### src/rtl/pt_check_pkg.sv
// Shared types and default constants for the plaintext checker.
package pt_check_pkg;

  localparam logic [7:0] PT_LO_DEFAULT = 8'h20;
  localparam logic [7:0] PT_HI_DEFAULT = 8'h7E;

  typedef enum logic [1:0] {
    ST_IDLE,
    ST_CHECK,
    ST_PASS,
    ST_FAIL
  } pt_state_e;

endpackage

### src/rtl/pt_byte_check.sv
// Combinational test of one decrypted byte against the printable range [lo, hi].
module pt_byte_check (
  input  logic [7:0] in_data,
  input  logic [7:0] lo,
  input  logic [7:0] hi,
  output logic       ok
);

  assign ok = (in_data >= lo) && (in_data <= hi);

endmodule

### src/rtl/pt_check.sv
// Checks that a decrypted message is all printable bytes and reports a verdict per key.
// Define PT_CHECK_COMMIT_EN to also write accepted plaintext bytes out to memory.
module pt_check
  import pt_check_pkg::*;
#(
  parameter logic [7:0] LO = PT_LO_DEFAULT,
  parameter logic [7:0] HI = PT_HI_DEFAULT
) (
  input  logic        clk,
  input  logic        rst_n,
  input  logic        start,
  input  logic [7:0]  msg_len,
  input  logic [23:0] key_in,
  input  logic        in_valid,
  input  logic [7:0]  in_addr,
  input  logic [7:0]  in_data,
  output logic        rdy,
  output logic        done,
  output logic        found,
  output logic [23:0] key_out,
  output logic        pt_wren,
  output logic [7:0]  pt_addr,
  output logic [7:0]  pt_wrdata
);

  pt_state_e  state;
  logic [7:0] len_q;
  logic [7:0] exp_idx;
  logic       byte_ok;
  logic       byte_take;
  logic       accept;

  pt_byte_check u_byte_check (
    .in_data (in_data),
    .lo      (LO),
    .hi      (HI),
    .ok      (byte_ok)
  );

  // start always wins, so a strobe arriving with it never counts as a byte
  assign byte_take = (state == ST_CHECK) && in_valid && !start;
  assign accept    = byte_take && byte_ok && (in_addr == exp_idx);

  always_ff @(posedge clk or negedge rst_n) begin
    if (!rst_n) begin
      state   <= ST_IDLE;
      rdy     <= 1'b1;
      done    <= 1'b0;
      found   <= 1'b0;
      key_out <= '0;
      len_q   <= '0;
      exp_idx <= '0;
    end else if (start) begin
      len_q   <= msg_len;
      key_out <= key_in;
      exp_idx <= 8'd1;
      if (msg_len == 8'd0) begin
        state <= ST_PASS;
        rdy   <= 1'b1;
        done  <= 1'b1;
        found <= 1'b1;
      end else begin
        state <= ST_CHECK;
        rdy   <= 1'b0;
        done  <= 1'b0;
        found <= 1'b0;
      end
    end else if (byte_take) begin
      if (!accept) begin
        state <= ST_FAIL;
        rdy   <= 1'b1;
        done  <= 1'b1;
        found <= 1'b0;
      end else if (in_addr == len_q) begin
        state <= ST_PASS;
        rdy   <= 1'b1;
        done  <= 1'b1;
        found <= 1'b1;
      end else begin
        exp_idx <= exp_idx + 8'd1;
      end
    end
  end

`ifdef PT_CHECK_COMMIT_EN
  // Address 0 holds the length, mirroring the ciphertext layout
  always_ff @(posedge clk or negedge rst_n) begin
    if (!rst_n) begin
      pt_wren   <= 1'b0;
      pt_addr   <= '0;
      pt_wrdata <= '0;
    end else begin
      pt_wren <= 1'b0;
      if (start) begin
        pt_wren   <= 1'b1;
        pt_addr   <= 8'd0;
        pt_wrdata <= msg_len;
      end else if (accept) begin
        pt_wren   <= 1'b1;
        pt_addr   <= in_addr;
        pt_wrdata <= in_data;
      end
    end
  end
`else
  assign pt_wren   = 1'b0;
  assign pt_addr   = 8'd0;
  assign pt_wrdata = 8'd0;
`endif

endmodule

### config.mk
export PLATFORM = sky130hd
export DESIGN_NAME = pt_check
export DESIGN_NICKNAME = d
export VERILOG_FILES = /design/src/rtl/pt_check_pkg.sv /design/src/rtl/pt_byte_check.sv /design/src/rtl/pt_check.sv
export SDC_FILE = /design/constraint.sdc
export NUM_CORES = 1
export LEC_CHECK = 0
export BUFFER_PORTS_ARGS = -buffer_cell sky130_fd_sc_hd__buf_2
export CORE_AREA = 2 2 85 87
export CTS_CLUSTER_SIZE = 10
export DETAILED_ROUTE_END_ITERATION = 16
export DIE_AREA = 0 0 87 89
export PLACE_DENSITY = 0.63
export SETUP_SLACK_MARGIN = 0.1
export SLEW_MARGIN = 0
export SYNTH_ARGS = -nofsm -noshare
export SYNTH_HDL_FRONTEND = slang
export SYNTH_SLANG_ARGS = --single-unit
export TNS_END_PERCENT = 1
### constraint.sdc
create_clock -name clk -period 2.45 [get_ports clk]
set_input_delay 0.245 -clock clk [delete_from_list [all_inputs] [get_ports clk]]
set_output_delay 0.245 -clock clk [all_outputs]
set_load 0.01 [all_outputs]
==> out/results.ini, run 1 <==
[status]
outcome=completed

[floorplan]
die_h_um=89
die_area_sq_mm=0.007743
die_w_um=87
io_pins=96
fp.coreArea_sq_mm=0.006719
rows=30
initial_core_util_pct=32.81

[synth]
synth_area_sq_mm=0.002205
synth_top_area_share_pct=48.81
ys_ff_latch=44
syn_inst=178
ys_async_sr_fraction_pct=100.0
synth_ff_type=dfrtp_1
ys_types=36
yosys_warnings=0
ys_seq_area_share_pct=50.00
avgSynthCellArea_sq_um=12.39
synth_area_leader_cell=dfrtp_1
synth_area_leaders=dfrtp_1, mux2_2, buf_4, xnor2_1, xor2_1
synth_edf_count=0

[setup_path]
worst_ep_required_time_ns=2.62
r2r_end=exp_idx[6]
rrSetupSlack_ns=0.25
reg2regPathDepth=5
cp.arrival_ns=2.38
critPathMaxFanout=13
crit_path_start_kind=flop
r2r_start=done
crit_type=flop to flop
critPathCaptureType=flop

[cts]
clock_latency_ns=0.30
clkSlewWorstSetupHoldPaths_ns=0.09
cts_hold_buf=0
cts_resized=0
ctsLongestPathBuffers=2
numCtsBuffers=5
cts_setup_buffers=0
cts_tree=yes
cts_sinks=44
cts.root.buffer_cell=clkbuf_8
cts_max_level=2

[min_path]
min_path_type=input pin to asynchronous set/reset pin

[drt]
first_iter_violations=102
ant_nets=0
viasPerCell=4.772
drc=0
via_count=1613
firstDrtPassIters=4
avgRoutedWirePerCell_um=13.63
drt-total-wl_mm=4.606

[placed_design]
numPlacedInstances=331
place_area_sq_mm=0.002616
hpwl_mm=3.455
place.gp.congestion=0.7775
dp_slack_ns=0.2539
port_buffers=78

[sta]
whs_ns=0.1226
slew_headroom_pct=32.71
min_period_ns=2.205
fin_crit_sh_pct=90.00
finalClockSkew_ns=0.01233
setup_tns_ns=0
slew_viol_final=0
max_freq_mhz=453.5
worst_slew_pin_slew_ns=1.009
setup_viol=0
hold_viol=0
rsz0062_at_grt=no
setup_ws_ns=0.2450

[grt]
grt_pass1_vias=1588
grt_max_degree=48
grt_overflow=0
grt_use_total_pct=12.34
grt_pass1_wl_mm=7.465
antenna_found_initial=0

[pwr]
sw_frac_of_total_pct=26.62
comb_power_share_pct=17.2
pwr-share-clk_pct=29.0
p_sw_mw=0.4026
p_int_mw=1.110
ir_drop_mv=0.2635
p_total_mw=1.512
p_leak_nw=1.235
p_per_area_mw_per_mm2=560.7
seqPwrFrac_pct=53.8

[final_layout]
multi_input_area_sq_um=989.7
area_growth_syn_to_layout_pct=22.36
final_layout_size_suffix_gt1_share_pct=50.39
fin_nets=311
seq_area_sq_mm=0.001102
fill_cells=640
utilization_pct=40.15
final_area_sq_mm=0.002698
antenna_cells=0
final_cells=338

[job]
cap_viol_max_count=0

-- cells in the mapped netlist (all sizes together), types with 2 or more instances --
master  number
a21oi        5
and3         2
buf         18
clkbuf       6
dfrtp       43
inv          3
mux2        35
nand2        2
nand3        5
nand4        3
nor2         6
nor2b        3
nor3         2
nor4         5
o21ai        3
o221ai       2
o31ai        3
or4          3
xnor2        8
xor2         8
-- worst max-delay path: stages (launching register included) --
cell	delay, ns
dfrtp_1	0.40
nand4bb_4	0.28
a2111oi_4	0.39
nand3_2	0.28
nor4_1	0.37
mux2_2	0.37
-- logic make-up after synthesis --
group / after synthesis / synth area share, %
other cells: 1 / 0.1701
fa+ha+maj: 1 / 0.5674
xor+xnor: 16 / 6.357
simple gates: 36 / 10.67
buf+inv: 27 / 7.832
compound gates: 18 / 6.527
mux: 35 / 17.88
flops: 44 / 50.00
-- power by group through the flow --
stage	combinational (mW)	clock (mW)	sequential, mW
4_1_cts	0.265	0.466	0.815
3_3_place_gp	0.260	0	0.826
3_5_place_dp	0.265	0	0.829
6_report	0.260	0.439	0.814
2_1_floorplan	0.138	0	0.848
5_1_grt	0.287	0.495	0.822
-- routing by layer --
layer  track usage, %  share of wire, %  wire length (um)  vias to the layer above
met4            3.125              0.20                 9                        0
li1                 -                 -                 -                      766
met3            4.524               8.1               371                        2
met2            18.74                45              2072                       77
met1            16.77                47              2152                      768
met5                0                 0                 0                        -
-- flip-flops by register name, indices dropped and copies added (netlist names) --
register  cells
done          1
exp_idx       8
found         1
key_out      24
len_q         8
rdy           1
state         1
-- how the worst max path moves through the flow --
stage,startpoint,slack (ns),end,cells past startpoint
floorplan,done,0.44,exp_idx[5],6
global placement,done,0.34,exp_idx[6],5
detailed placement,done,0.25,exp_idx[6],5
CTS,done,0.24,exp_idx[6],5
global route,done,0.10,exp_idx[6],5
finish,done,0.25,exp_idx[6],5
-- placed cells by master, fill, tap and decap left out, types with 3 or more instances in the layout --
cell type / n
buf_2: 78
dfrtp_1: 43
mux2_2: 35
conb_1: 17
xnor2_1: 8
xor2_1: 8
nor2_1: 6
nor4_1: 5
a21oi_1: 5
clkbuf_8: 5
nand3_1: 4
nand4_1: 3
o31ai_1: 3
or4_1: 3
inv_1: 3
nor2b_1: 3
o21ai_0: 3
buf_4: 3
-- final cells by class --
class	instances	share of cell area (%)
clock buffer	5	2.551
clock inverter	2	0.4638
tap	80	3.711
timing repair buffer	81	15.31
sequential	44	40.86
inverter	3	0.4174
multi-input combinational	123	36.69
(Power assumes the default switching activity.)
==> inputs of run 2 (changes only) <==
--- a/config.mk
+++ b/config.mk
@@ -14,2 +14,3 @@
 export SETUP_SLACK_MARGIN = 0.1
+export SKIP_LAST_GASP = 1
 export SLEW_MARGIN = 0
--- a/constraint.sdc
+++ b/constraint.sdc
@@ -3,2 +3,2 @@
 set_output_delay 0.245 -clock clk [all_outputs]
-set_load 0.01 [all_outputs]
+set_load 0.1 [all_outputs]
==> out/results.ini, run 2 (synthesized netlist as in run 1, its figures left out) <==
[sta]
hold_viol=0
min_period_ns=2.204
max_freq_mhz=453.6
fin_crit_sh_pct=89.98
setup_ws_ns=0.2456
slew_headroom_pct=33.10
whs_ns=0.1204
finalClockSkew_ns=0.009206
setup_viol=0
setup_tns_ns=0
worst_slew_pin_slew_ns=1.003
rsz0062_at_grt=no
slew_viol_final=0

[setup_path]
critPathMaxFanout=13
crit_path_start_kind=flop
critPathCaptureType=flop
crit_type=flop to flop
reg2regPathDepth=5
worst_ep_required_time_ns=2.63
cp.arrival_ns=2.39

[floorplan]
initial_core_util_pct=32.81
die_h_um=89
die_area_sq_mm=0.007743
die_w_um=87
rows=30
fp.coreArea_sq_mm=0.006719
io_pins=96

[final_layout]
seq_area_sq_mm=0.001104
antenna_cells=0
final_layout_size_suffix_gt1_share_pct=50.78
fill_cells=632
final_cell_mix=buf_2, dfrtp_1, mux2_2
multi_input_area_sq_um=989.7
top_register=key_out
reg_top3=key_out: 24 flops, exp_idx: 8 flops, len_q: 8 flops
fin_nets=311
area_growth_syn_to_layout_pct=23.10
largest_reg_flops=24
final_common_cell=buf_2
final_cells=338

[status]
outcome=completed

[drt]
drc=0
via_count=1632
firstDrtPassIters=4
ant_nets=0
viasPerCell=4.828
drt-total-wl_mm=4.651
first_iter_violations=108
avgRoutedWirePerCell_um=13.76

[grt]
grt_max_degree=48
grt_util_met1_pct=16.62
grt_pass1_wl_mm=7.245
busiest_layer=met2
grtUsageMet3_pct=3.786
grt_use_total_pct=11.96
grt_overflow=0
use_met2_pct=17.77
antenna_found_initial=0
grt_pass1_vias=1524

[job]
cap_viol_max_count=0

[placed_design]
hpwl_mm=3.382
place.gp.congestion=0.7596
numPlacedInstances=331
port_buffers=78
dp_slack_ns=0.2815

[cts]
cts_hold_buf=0
numCtsBuffers=5
cts_tree=yes
cts_max_level=2
ctsLongestPathBuffers=2
cts_sinks=44
cts_setup_buffers=0
clock_latency_ns=0.30
cts_resized=0
cts.root.buffer_cell=clkbuf_8
clkSlewWorstSetupHoldPaths_ns=0.09

[pwr]
p_int_mw=1.168
p_leak_nw=1.243
p_sw_mw=0.8122
p_per_area_mw_per_mm2=729.6
pwr-share-clk_pct=25.1
sw_frac_of_total_pct=41.02
seqPwrFrac_pct=41.1
ir_drop_mv=0.4179
comb_power_share_pct=33.8

[min_path]
min_path_type=input pin to asynchronous set/reset pin

-- run 2: through the flow --
| stage | area (sq um) | power, mW | util (%) |
|---|---|---|---|
| 2_1_floorplan | 2266 | 1.392 | - |
| 3_3_place_gp | 2618 | 1.496 | 38.96 |
| 3_5_place_dp | 2618 | 1.503 | 38.96 |
| 4_1_cts | 2714 | 2.012 | 40.39 |
| 5_1_grt | 2714 | 2.056 | 40.39 |
| 6_report | 2714 | 1.980 | 40.39 |
-- run 2: power by group through the flow --
| stage | Sequential, mW | Combinational [mW] | Clock, mW |
|---|---|---|---|
| floorplan | 1.15 | 0.241 | 0 |
| global placement | 0.827 | 0.669 | 0 |
| detailed placement | 0.829 | 0.674 | 0 |
| CTS | 0.816 | 0.674 | 0.522 |
| global route | 0.823 | 0.698 | 0.535 |
| finish | 0.814 | 0.669 | 0.497 |
-- run 2: layout make-up --
cell class | instances | share of cell area [%]
multi-input cells | 123 | 36.47
well taps | 80 | 3.688
flip-flops and latches | 44 | 40.66
inverters | 3 | 0.4149
repair buffers | 81 | 15.21
clock buffers | 7 | 3.550
-- run 2: worst max-delay path, cell delays in order, from the launching register on --
cell and delay [ns]:
dfrtp_2 0.41, nand4bb_4 0.26, a2111oi_4 0.39, nand3_2 0.29
nor4_1 0.35, mux2_2 0.37
-- run 2: worst paths after layout --
path / start / endpoint / slack, ns
setup reg to reg: done / exp_idx[5] / 0.25
max in group asynchronous: rst_n / done / 1.66
min in group clk: key_in[4] / key_out[4] / 0.17
hold / removal: rst_n / exp_idx[7] / 0.12
setup / recovery: done / exp_idx[5] / 0.25
hold reg to reg: key_out[13] / key_out[13] / 0.51
-- run 2: per-layer routing --
metal | routed length (um) | vias up | part of all wire [%]
met3 | 446 | 5 | 9.6
met1 | 2098 | 772 | 45
met2 | 2046 | 88 | 44
met4 | 60 | 0 | 1.3
met5 | 0 | - | 0
li1 | - | 767 | -
==> inputs of run 3 (changes only) <==
Settings changed: ABC_AREA set to 1, CORE_AREA 2 2 85 87 to 2 2 88 90, CTS_CLUSTER_SIZE 10 to 8, DIE_AREA 0 0 87 89 to 0 0 90 92, PLACE_DENSITY 0.63 to 0.62.
==> out/results.ini, run 3 <==
[floorplan]
die_area_sq_mm=0.008280
fp.coreArea_sq_mm=0.007447
initial_core_util_pct=31.27
io_pins=96
die_h_um=92
rows=32
die_w_um=90

[sta]
fin_crit_sh_pct=63.20
max_freq_mhz=645.8
setup_tns_ns=0
finalClockSkew_ns=0.006015
worst_slew_pin_slew_ns=0.9725
setup_viol=0
slew_headroom_pct=35.17
slew_viol_final=0
min_period_ns=1.548
hold_viol=0
rsz0062_at_grt=no

[synth]
synth_area_leaders=dfrtp_1, nand2_1, buf_4, inv_1, nand3_1
synth_area_sq_mm=0.002328
ys_seq_area_share_pct=47.34
syn_inst=316
synth_area_leader_cell=dfrtp_1
synth_edf_count=0
synth_ff_type=dfrtp_1
ys_ff_latch=44
avgSynthCellArea_sq_um=7.369
synth_top_area_share_pct=46.21
synth_most_common_cell=nand2_1
ys_async_sr_fraction_pct=100.0
ys_types=25
ys_top_cells_by_count=nand2_1, dfrtp_1, inv_1
yosys_warnings=0

[final_layout]
final_cell_mix=nand2_1, buf_2, dfrtp_1
fin_nets=447
final_common_cell=nand2_1
reg_top3=key_out: 24 flops, exp_idx: 8 flops, len_q: 8 flops
top_register=key_out
antenna_cells=0
area_growth_syn_to_layout_pct=23.16
final_layout_size_suffix_gt1_share_pct=24.30
largest_reg_flops=24
final_area_sq_mm=0.002868

[drt]
drt-total-wl_mm=5.286
ant_nets=0
first_iter_violations=62
via_count=2091
viasPerCell=4.207
firstDrtPassIters=4
avgRoutedWirePerCell_um=10.64
drc=0

[setup_path]
worst_ep_required_time_ns=2.63
critPathCaptureType=flop
r2r_start=exp_idx[0]
r2r_end=exp_idx[4]
worstSetupStartpoint=exp_idx[0]
crit_type=flop to flop
crit_path_start_kind=flop
cp.arrival_ns=1.73
reg2regPathDepth=11
critPathMaxFanout=7
rrSetupSlack_ns=0.90

[cts]
cts_setup_buffers=0
cts_tree=yes
cts_sinks=44
numCtsBuffers=5
ctsLongestPathBuffers=2
clock_latency_ns=0.29
cts.root.buffer_cell=clkbuf_8
cts_resized=0
cts_max_level=2
clkSlewWorstSetupHoldPaths_ns=0.08
cts_hold_buf=0

[grt]
grt_pass1_vias=2080
grt_use_total_pct=13.65
grt_pass1_wl_mm=9.287
grt_overflow=0
grt_max_degree=45
antenna_found_initial=0

[status]
outcome=completed

[placed_design]
place.gp.congestion=0.9022
port_buffers=78
place_area_sq_mm=0.002760
hpwl_mm=3.980

[pwr]
p_leak_nw=1.641
p_per_area_mw_per_mm2=693.9
ir_drop_mv=0.3078

[job]
cap_viol_max_count=0

[min_path]
min_path_type=input pin to asynchronous set/reset pin

run 3: logic make-up (layout without fill, tap and decap cells):
logic type,count (synthesis),count (layout),synth area share (%)
AOI/OAI and AO/OA,6,6,1.289
xor gates and xnor gates,10,10,3.762
adders and majority gates,1,1,0.5373
buffers and inverters,47,110,10.32
DFF,44,44,47.34
other,1,17,0.1610
and+or+nand+nor,207,207,36.59
run 3: final cells by class:
class | instances | area, sq um
fill | 823 | 4579
sequential | 44 | 1102
multi-input combinational | 241 | 1046
timing repair buffer | 79 | 397.9
tap | 102 | 127.6
inverter | 23 | 86.33
clock buffer | 6 | 72.57
clock inverter | 2 | 35.03
run 3: worst max-delay path, stage by stage, from the launching register on:
cell,delay (ns)
dfrtp_1,0.45
inv_1,0.10
nand2_1,0.07
nand2_1,0.05
nor2_1,0.11
nand2_1,0.09
nor2_4,0.15
nand2_2,0.09
nand2_4,0.11
nand2_4,0.09
nand2_1,0.07
nand2_1,0.05
run 3: layer usage:
metal	vias to the layer above	routed length, um	track usage [%]
li1	1075	-	-
met1	946	2221	15.93
met2	63	2688	24.81
met5	-	0	0
met4	0	96	5.000
met3	7	280	2.712
run 3: per-stage QoR:
step	util (%)	std cells	hold WS (ns)	total power, mW	worst slack (ns)
after global placement	37.06	489	0.4443	1.467	0.7466
after global routing	38.51	497	0.1377	2.090	0.7227
final	38.51	497	0.1133	1.990	0.9016
after detailed placement	37.06	489	0.4523	1.472	0.6802
after floorplan	-	332	-0.05059	1.360	0.6831
after CTS	38.51	497	0.1375	2.024	0.9073
run 3: how the worst max path moves through the flow:
stage	to	slack [ns]	depth (start not counted)
after floorplan	exp_idx[4]	0.68	10
final	exp_idx[4]	0.90	11
after global routing	exp_idx[2]	0.72	11
after CTS	exp_idx[7]	0.91	11
after detailed placement	exp_idx[7]	0.68	6
after global placement	exp_idx[1]	0.75	11
run 3: power breakdown:
part	switching (mW)	internal [mW]	total, mW
logic	0.533	0.106	0.639
registers	0.0320	0.781	0.813
clock network	0.235	0.303	0.538
